==> config.mk <==
export PLATFORM = sky130hd
export DESIGN_NAME = branch_resolve_flat
export DESIGN_NICKNAME = d
export VERILOG_FILES = /design/src/rtl/branch_resolve_if.sv /design/src/rtl/branch_resolve.sv /design/src/flat_wrapper.sv
export SDC_FILE = /design/constraint.sdc
export NUM_CORES = 1
export LEC_CHECK = 0
export ABC_AREA = 1
export CAP_MARGIN = 25
export CELL_PAD_IN_SITES_DETAIL_PLACEMENT = 1
export CELL_PAD_IN_SITES_GLOBAL_PLACEMENT = 2
export CORE_MARGIN = 2
export CORE_UTILIZATION = 23
export DETAILED_ROUTE_END_ITERATION = 12
export GPL_ROUTABILITY_DRIVEN = 0
export PLACE_DENSITY_LB_ADDON = 0.1
export SYNTH_ARGS = -nofsm -noshare
export SYNTH_HDL_FRONTEND = slang
export SYNTH_SLANG_ARGS = --single-unit
==> constraint.sdc <==
create_clock -name clk -period 1.8 [get_ports clk]
set_input_delay 0.36 -clock clk [delete_from_list [all_inputs] [get_ports clk]]
set_output_delay 0.36 -clock clk [all_outputs]
set_load 0.01 [all_outputs]
==> src/rtl/branch_resolve_if.sv <==
// Instruction/flag inputs and resolved-result outputs of the branch resolve stage.
// master drives instructions and consumes results; slave is the resolve stage.
interface branch_resolve_if #(
    parameter int unsigned XLEN = 64
);
    logic            in_valid;
    logic            in_ready;
    logic [1:0]      in_kind;
    logic [2:0]      in_cond;
    logic [XLEN-1:0] in_pc;
    logic [XLEN-1:0] in_target;
    logic            cmp_n;
    logic            cmp_z;
    logic            cmp_sn;
    logic            flush;
    logic            out_valid;
    logic            out_ready;
    logic            out_taken;
    logic [XLEN-1:0] out_pc;
    logic [XLEN-1:0] out_redirect;
    logic            out_fault;
    logic [3:0]      flags;

    modport master (
        output in_valid, in_kind, in_cond, in_pc, in_target,
        output cmp_n, cmp_z, cmp_sn, flush, out_ready,
        input  in_ready, out_valid, out_taken, out_pc, out_redirect, out_fault, flags
    );

    modport slave (
        input  in_valid, in_kind, in_cond, in_pc, in_target,
        input  cmp_n, cmp_z, cmp_sn, flush, out_ready,
        output in_ready, out_valid, out_taken, out_pc, out_redirect, out_fault, flags
    );
endinterface

==> src/rtl/branch_resolve.sv <==
// Execute-stage branch resolver: latches CMP flags, resolves branches/jumps, single-entry output.
// Optional BRANCH_PERF_EN adds taken/not-taken counters for conditional branches.
module branch_resolve #(
    parameter int unsigned XLEN = 64
) (
    input  logic            clk,
    input  logic            rst_n,
    branch_resolve_if.slave bus
`ifdef BRANCH_PERF_EN
    ,
    output logic [31:0]     perf_taken,
    output logic [31:0]     perf_not_taken
`endif
);

    typedef enum logic {StEmpty, StFull} state_e;

    localparam logic [1:0] KindCmp  = 2'd1;
    localparam logic [1:0] KindBr   = 2'd2;
    localparam logic [1:0] KindJump = 2'd3;

    state_e          state_q, state_d;
    logic            taken_q, fault_q;
    logic [XLEN-1:0] pc_q, redirect_q;
    // {f_valid, f_sn, f_z, f_n}
    logic [3:0]      flags_q;

    logic            accept;
    logic            cond_met;
    logic            res_taken;
    logic            res_fault;
    logic [XLEN-1:0] res_redirect;

    assign bus.out_valid    = (state_q == StFull);
    assign bus.in_ready     = !bus.flush && (!bus.out_valid || bus.out_ready);
    assign bus.out_taken    = taken_q;
    assign bus.out_fault    = fault_q;
    assign bus.out_pc       = pc_q;
    assign bus.out_redirect = redirect_q;
    assign bus.flags        = flags_q;

    assign accept = bus.in_valid && bus.in_ready;

    always_comb begin
        cond_met = 1'b0;
        case (bus.in_cond)
            3'd0:    cond_met = flags_q[1];
            3'd1:    cond_met = !flags_q[1];
            3'd2:    cond_met = flags_q[0];
            3'd3:    cond_met = !flags_q[0];
            3'd4:    cond_met = flags_q[2];
            3'd5:    cond_met = !flags_q[2];
            3'd6:    cond_met = flags_q[2] | flags_q[1];
            default: cond_met = !(flags_q[2] | flags_q[1]);
        endcase
    end

    always_comb begin
        res_taken = 1'b0;
        res_fault = 1'b0;
        case (bus.in_kind)
            KindBr: begin
                if (flags_q[3]) begin
                    res_taken = cond_met;
                end else begin
                    res_fault = 1'b1;
                end
            end
            KindJump: res_taken = 1'b1;
            default:  res_taken = 1'b0;
        endcase
        res_redirect = res_taken ? bus.in_target : bus.in_pc + XLEN'(4);
    end

    always_comb begin
        state_d = state_q;
        if (bus.flush) begin
            state_d = StEmpty;
        end else if (accept) begin
            state_d = StFull;
        end else if (state_q == StFull && bus.out_ready) begin
            state_d = StEmpty;
        end
    end

    always_ff @(posedge clk) begin
        if (!rst_n) begin
            state_q <= StEmpty;
        end else begin
            state_q <= state_d;
        end
    end

    always_ff @(posedge clk) begin
        if (!rst_n) begin
            taken_q    <= 1'b0;
            fault_q    <= 1'b0;
            pc_q       <= '0;
            redirect_q <= '0;
        end else if (accept) begin
            taken_q    <= res_taken;
            fault_q    <= res_fault;
            pc_q       <= bus.in_pc;
            redirect_q <= res_redirect;
        end
    end

    // Flags only move on an accepted CMP; a flushed CMP is never accepted.
    always_ff @(posedge clk) begin
        if (!rst_n) begin
            flags_q <= 4'b0000;
        end else if (accept && bus.in_kind == KindCmp) begin
            flags_q <= {1'b1, bus.cmp_sn, bus.cmp_z, bus.cmp_n};
        end
    end

`ifdef BRANCH_PERF_EN
    logic [31:0] perf_taken_q, perf_not_taken_q;

    always_ff @(posedge clk) begin
        if (!rst_n) begin
            perf_taken_q     <= '0;
            perf_not_taken_q <= '0;
        end else if (accept && bus.in_kind == KindBr) begin
            if (res_taken) begin
                perf_taken_q <= perf_taken_q + 32'd1;
            end else begin
                perf_not_taken_q <= perf_not_taken_q + 32'd1;
            end
        end
    end

    assign perf_taken     = perf_taken_q;
    assign perf_not_taken = perf_not_taken_q;
`endif

endmodule
==> src/flat_wrapper.sv <==
// flat-port wrapper written by rule: the top's interface ports become plain ports
module branch_resolve_flat 
#(
    parameter int unsigned XLEN = 64
)
  (clk, rst_n, bus_in_valid, bus_in_kind, bus_in_cond, bus_in_pc, bus_in_target, bus_cmp_n, bus_cmp_z, bus_cmp_sn, bus_flush, bus_out_ready, bus_in_ready, bus_out_valid, bus_out_taken, bus_out_pc, bus_out_redirect, bus_out_fault, bus_flags);
  branch_resolve_if #(.XLEN(XLEN)) bus_i ();
  input  logic clk;
  input  logic rst_n;
  input wire logic [$bits(bus_i.in_valid)-1:0] bus_in_valid;
  input wire logic [$bits(bus_i.in_kind)-1:0] bus_in_kind;
  input wire logic [$bits(bus_i.in_cond)-1:0] bus_in_cond;
  input wire logic [$bits(bus_i.in_pc)-1:0] bus_in_pc;
  input wire logic [$bits(bus_i.in_target)-1:0] bus_in_target;
  input wire logic [$bits(bus_i.cmp_n)-1:0] bus_cmp_n;
  input wire logic [$bits(bus_i.cmp_z)-1:0] bus_cmp_z;
  input wire logic [$bits(bus_i.cmp_sn)-1:0] bus_cmp_sn;
  input wire logic [$bits(bus_i.flush)-1:0] bus_flush;
  input wire logic [$bits(bus_i.out_ready)-1:0] bus_out_ready;
  output wire logic [$bits(bus_i.in_ready)-1:0] bus_in_ready;
  output wire logic [$bits(bus_i.out_valid)-1:0] bus_out_valid;
  output wire logic [$bits(bus_i.out_taken)-1:0] bus_out_taken;
  output wire logic [$bits(bus_i.out_pc)-1:0] bus_out_pc;
  output wire logic [$bits(bus_i.out_redirect)-1:0] bus_out_redirect;
  output wire logic [$bits(bus_i.out_fault)-1:0] bus_out_fault;
  output wire logic [$bits(bus_i.flags)-1:0] bus_flags;
  assign bus_i.in_valid = bus_in_valid;
  assign bus_i.in_kind = bus_in_kind;
  assign bus_i.in_cond = bus_in_cond;
  assign bus_i.in_pc = bus_in_pc;
  assign bus_i.in_target = bus_in_target;
  assign bus_i.cmp_n = bus_cmp_n;
  assign bus_i.cmp_z = bus_cmp_z;
  assign bus_i.cmp_sn = bus_cmp_sn;
  assign bus_i.flush = bus_flush;
  assign bus_i.out_ready = bus_out_ready;
  assign bus_in_ready = bus_i.in_ready;
  assign bus_out_valid = bus_i.out_valid;
  assign bus_out_taken = bus_i.out_taken;
  assign bus_out_pc = bus_i.out_pc;
  assign bus_out_redirect = bus_i.out_redirect;
  assign bus_out_fault = bus_i.out_fault;
  assign bus_flags = bus_i.flags;
  branch_resolve #(.XLEN(XLEN)) u_core (.clk(clk), .rst_n(rst_n), .bus(bus_i));
endmodule
==> impl_metrics.tcl <==
set metrics [dict create \
    multi_input_area_sq_um 4780 \
    fin_crit_ns 1.75 \
    port_buffers 276 \
    crit_type "flop to output port" \
    layout-drive-gt1-share_pct 22.4 \
    synth_top_area_share_pct 34.7 \
    hp-start "bus_in_pc[7]" \
    dp_hpwl_microns 32400 \
    required_ns 1.44 \
    initial_core_util_pct 23.3 \
    nets 1892 \
    grt_pass1_vias 10063 \
    crit_chain "clkdlybuf4s50_1" \
    die_area_sq_um 35400 \
    period_share_pct 97.2 \
    ys_seq_area_share_pct 34.7 \
    drt_iter0_drc 386 \
    hold_class "input pin to flop" \
    dp_slack_ns -0.831 \
    crit_path_end_kind "output port" \
    clockBufferDepth 2 \
    hold_depth 4 \
    r2r_slack_ns 0.17 \
    r2r_cells 12 \
    cts_max_level 4 \
    final.setup.tns_ns 0 \
    critPathSlowestCell "clkdlybuf4s50_1" \
    yosysMostFrequentCell "nand2_1" \
    cts-root-buf "clkbuf_16" \
    design_area_sq_um 14000 \
    drtPass1Iterations 5 \
    cts_tree "done" \
    synthTopCellsByCount "447 x nand2_1, 163 x inv_1, 141 x nor2_1" \
    fin_ws_ns 0.0510 \
    p_per_area_nw_per_um2 654 \
    tightest_slew_ns 0.400 \
    grt_pass1_wl_microns 60200 \
    startpoint_type "flop" \
    cp.depth 1 \
    avgSynthCellArea_sq_um 6.01 \
    syn-cell-area_sq_um 7800 \
    dieHeight_microns 188 \
    synth_area_leaders "dfxtp_1 35%, nand2_1 22%, a21oi_1 8.0%, inv_1 7.8%, nor2_1 6.8%" \
    place_area_sq_um 12600 \
    drt_wl_total_microns 40800 \
    cts_buffers 17 \
    max_clock_freq_mhz 572 \
    crit_family "buffers and inverters" \
    r2r-start "u_core.bus.flags[2]" \
    wl_per_cell_microns 18.5 \
    clk_latency_ns 0.45 \
    outcome "completed" \
    drc 0 \
    rows 67 \
    diodes 0 \
    cts.sinks 135 \
    ys.flop_type "dfxtp_1" \
    io_pins 277 \
    cpPeakStageDelay_ns 0.60 \
    path_buf_inv 1 \
    cp_data_arrival_time_ns 1.39 \
    critical_path.reg2reg.endpoint "u_core.bus.out_redirect[39]" \
    synth-edff-count 0 \
    maxCapViolations 0 \
    die_w_microns 188 \
    grt.total_usage_pct 22.6 \
    vdd_ir_drop_max_mv 0.705 \
    core_sq_um 33400 \
    ff_latch_area_sq_um 2710 \
    max_slew_margin_pct 73.2 \
    worstHoldEndpoint "u_core.bus.out_pc[7]" \
    yosys.area.top_type "dfxtp_1" \
    finalSetupViolations 0 \
    grt_max_degree 48 \
    fin_worst_skew_ns 0.00938 \
    antenna_found_initial 1 \
    synthArstFlopShare_pct 0 \
    hold_buffers 0 \
    clk_pin_slew_ns 0.06 \
    fin_cells 2208 \
    viasPerCell 4.47 \
    num_vias 9875 \
    drv_slew 0 \
    ys_ff_latch 135 \
    syn_to_final_growth_pct 79.1 \
    yosysWarnings 0 \
    hold_viol 0 \
    power_leakage_nw 6.32 \
    fill_cells 4177 \
    placed_cells 2166 \
    syn-num-nets 1439 \
    synth_cell_types 29 \
    final_antenna_net_count 0 \
    gr-total-overflow 0 \
    synth_cells 1297 \
    critPathMaxFanout 2 \
]
==> through the flow <==
| step | hold slack, ns | power [W] | util, % |
|---|---|---|---|
| 2_1_floorplan | 0.439 | 0.00401 | - |
| 5_1_grt | 0.366 | 0.00955 | 41.7 |
| 4_1_cts | 0.359 | 0.00918 | 40.3 |
| 3_5_place_dp | 0.456 | 0.00535 | 37.7 |
| 3_3_place_gp | 0.451 | 0.00534 | 37.7 |
| 6_report | 0.360 | 0.00914 | 41.7 |
==> state kept, by name, summed over array words and instances, names as in the netlist <==
name,cells
u_core.bus.flags,4
u_core.bus.out_pc,64
u_core.bus.out_taken,1
u_core.bus.out_redirect,64
u_core.bus.out_fault,1
u_core.bus.out_valid,1
==> what timing repair did <==
item | 4_1_cts | 5_1_grt
setup endpoints to repair | 54 | 62
gates cloned | 0 | 2
resized for setup | 96 | 127
buffers inserted | 7 | 4
pin swaps | 15 | 36
==> power breakdown <==
group	total, W	internal [W]	switching (W)	leakage, nW
Sequential	0.00325	0.00316	0.0000953	1.11
Combinational	0.00211	0.00105	0.00106	4.92
Clock	0.00377	0.00233	0.00145	0.296
==> cell families after synthesis <==
kind of cell | after synthesis | synth area share (%)
adder cells (fa/ha/maj) | 1 | 0.160
flip-flops | 135 | 34.7
AND/OR/NAND/NOR | 734 | 39.0
buffers and inverters | 219 | 10.9
AO/OA/AOI/OAI | 178 | 11.9
XOR/XNOR | 30 | 3.37
==> per-layer routing <==
layer  vias up  GRT usage [%]  routed length (microns)
met3        26           4.49                     1720
met1      4696           31.4                    20100
met5         -              0                        0
met4         0           4.69                      417
met2       220           36.3                    18500
li1       4933              -                        -
==> worst reg2reg max path, stage by stage, from the launching register on <==
cell and delay, ns:
dfxtp_1 0.31, inv_1 0.10, nand2_1 0.06, nand2_1 0.05, nand3_1 0.09, nand4_1 0.14
nand2_4 0.12, buf_4 0.17, clkbuf_16 0.19, nor2_2 0.13, nor2_1 0.05, nor2_1 0.08
nor2_1 0.04
==> worst max path at each step <==
stage                                      from                           to  slack (ns)
floorplan                          bus_in_pc[2]  u_core.bus.out_redirect[22]        0.20
global placement                   bus_in_pc[3]  u_core.bus.out_redirect[40]       -0.75
detailed placement                 bus_in_pc[3]  u_core.bus.out_redirect[40]       -0.83
CTS                                bus_in_pc[9]  u_core.bus.out_redirect[40]       -0.11
global route                      bus_in_pc[39]  u_core.bus.out_redirect[48]       -0.02
finish              u_core.bus.out_redirect[30]         bus_out_redirect[30]        0.05
==> layout by cell type, fill, tap and decap left out, drive strengths merged, types with 18 or more instances in the layout <==
master | Yosys | routed
nand2 | 453 | 453
clkdlybuf4s50 | 0 | 220
buf | 24 | 210
inv | 164 | 163
nor2 | 159 | 159
dfxtp | 135 | 135
a21oi | 126 | 126
nand3 | 89 | 89
o21ai | 39 | 39
dlymetal6s2s | 0 | 30
dlygate4sd2 | 0 | 23
clkbuf | 30 | 22
nand4 | 20 | 20
xor2 | 18 | 18
==> final cells by class <==
cell class / count / area share, %
clock buffers: 20 / 3.20
well taps: 448 / 4.02
flip-flops and latches: 135 / 19.4
clock inverters: 9 / 1.09
inverters: 165 / 4.46
multi-input cells: 943 / 34.3
repair buffers: 488 / 33.6
Power figures use the tool's default switching activity.
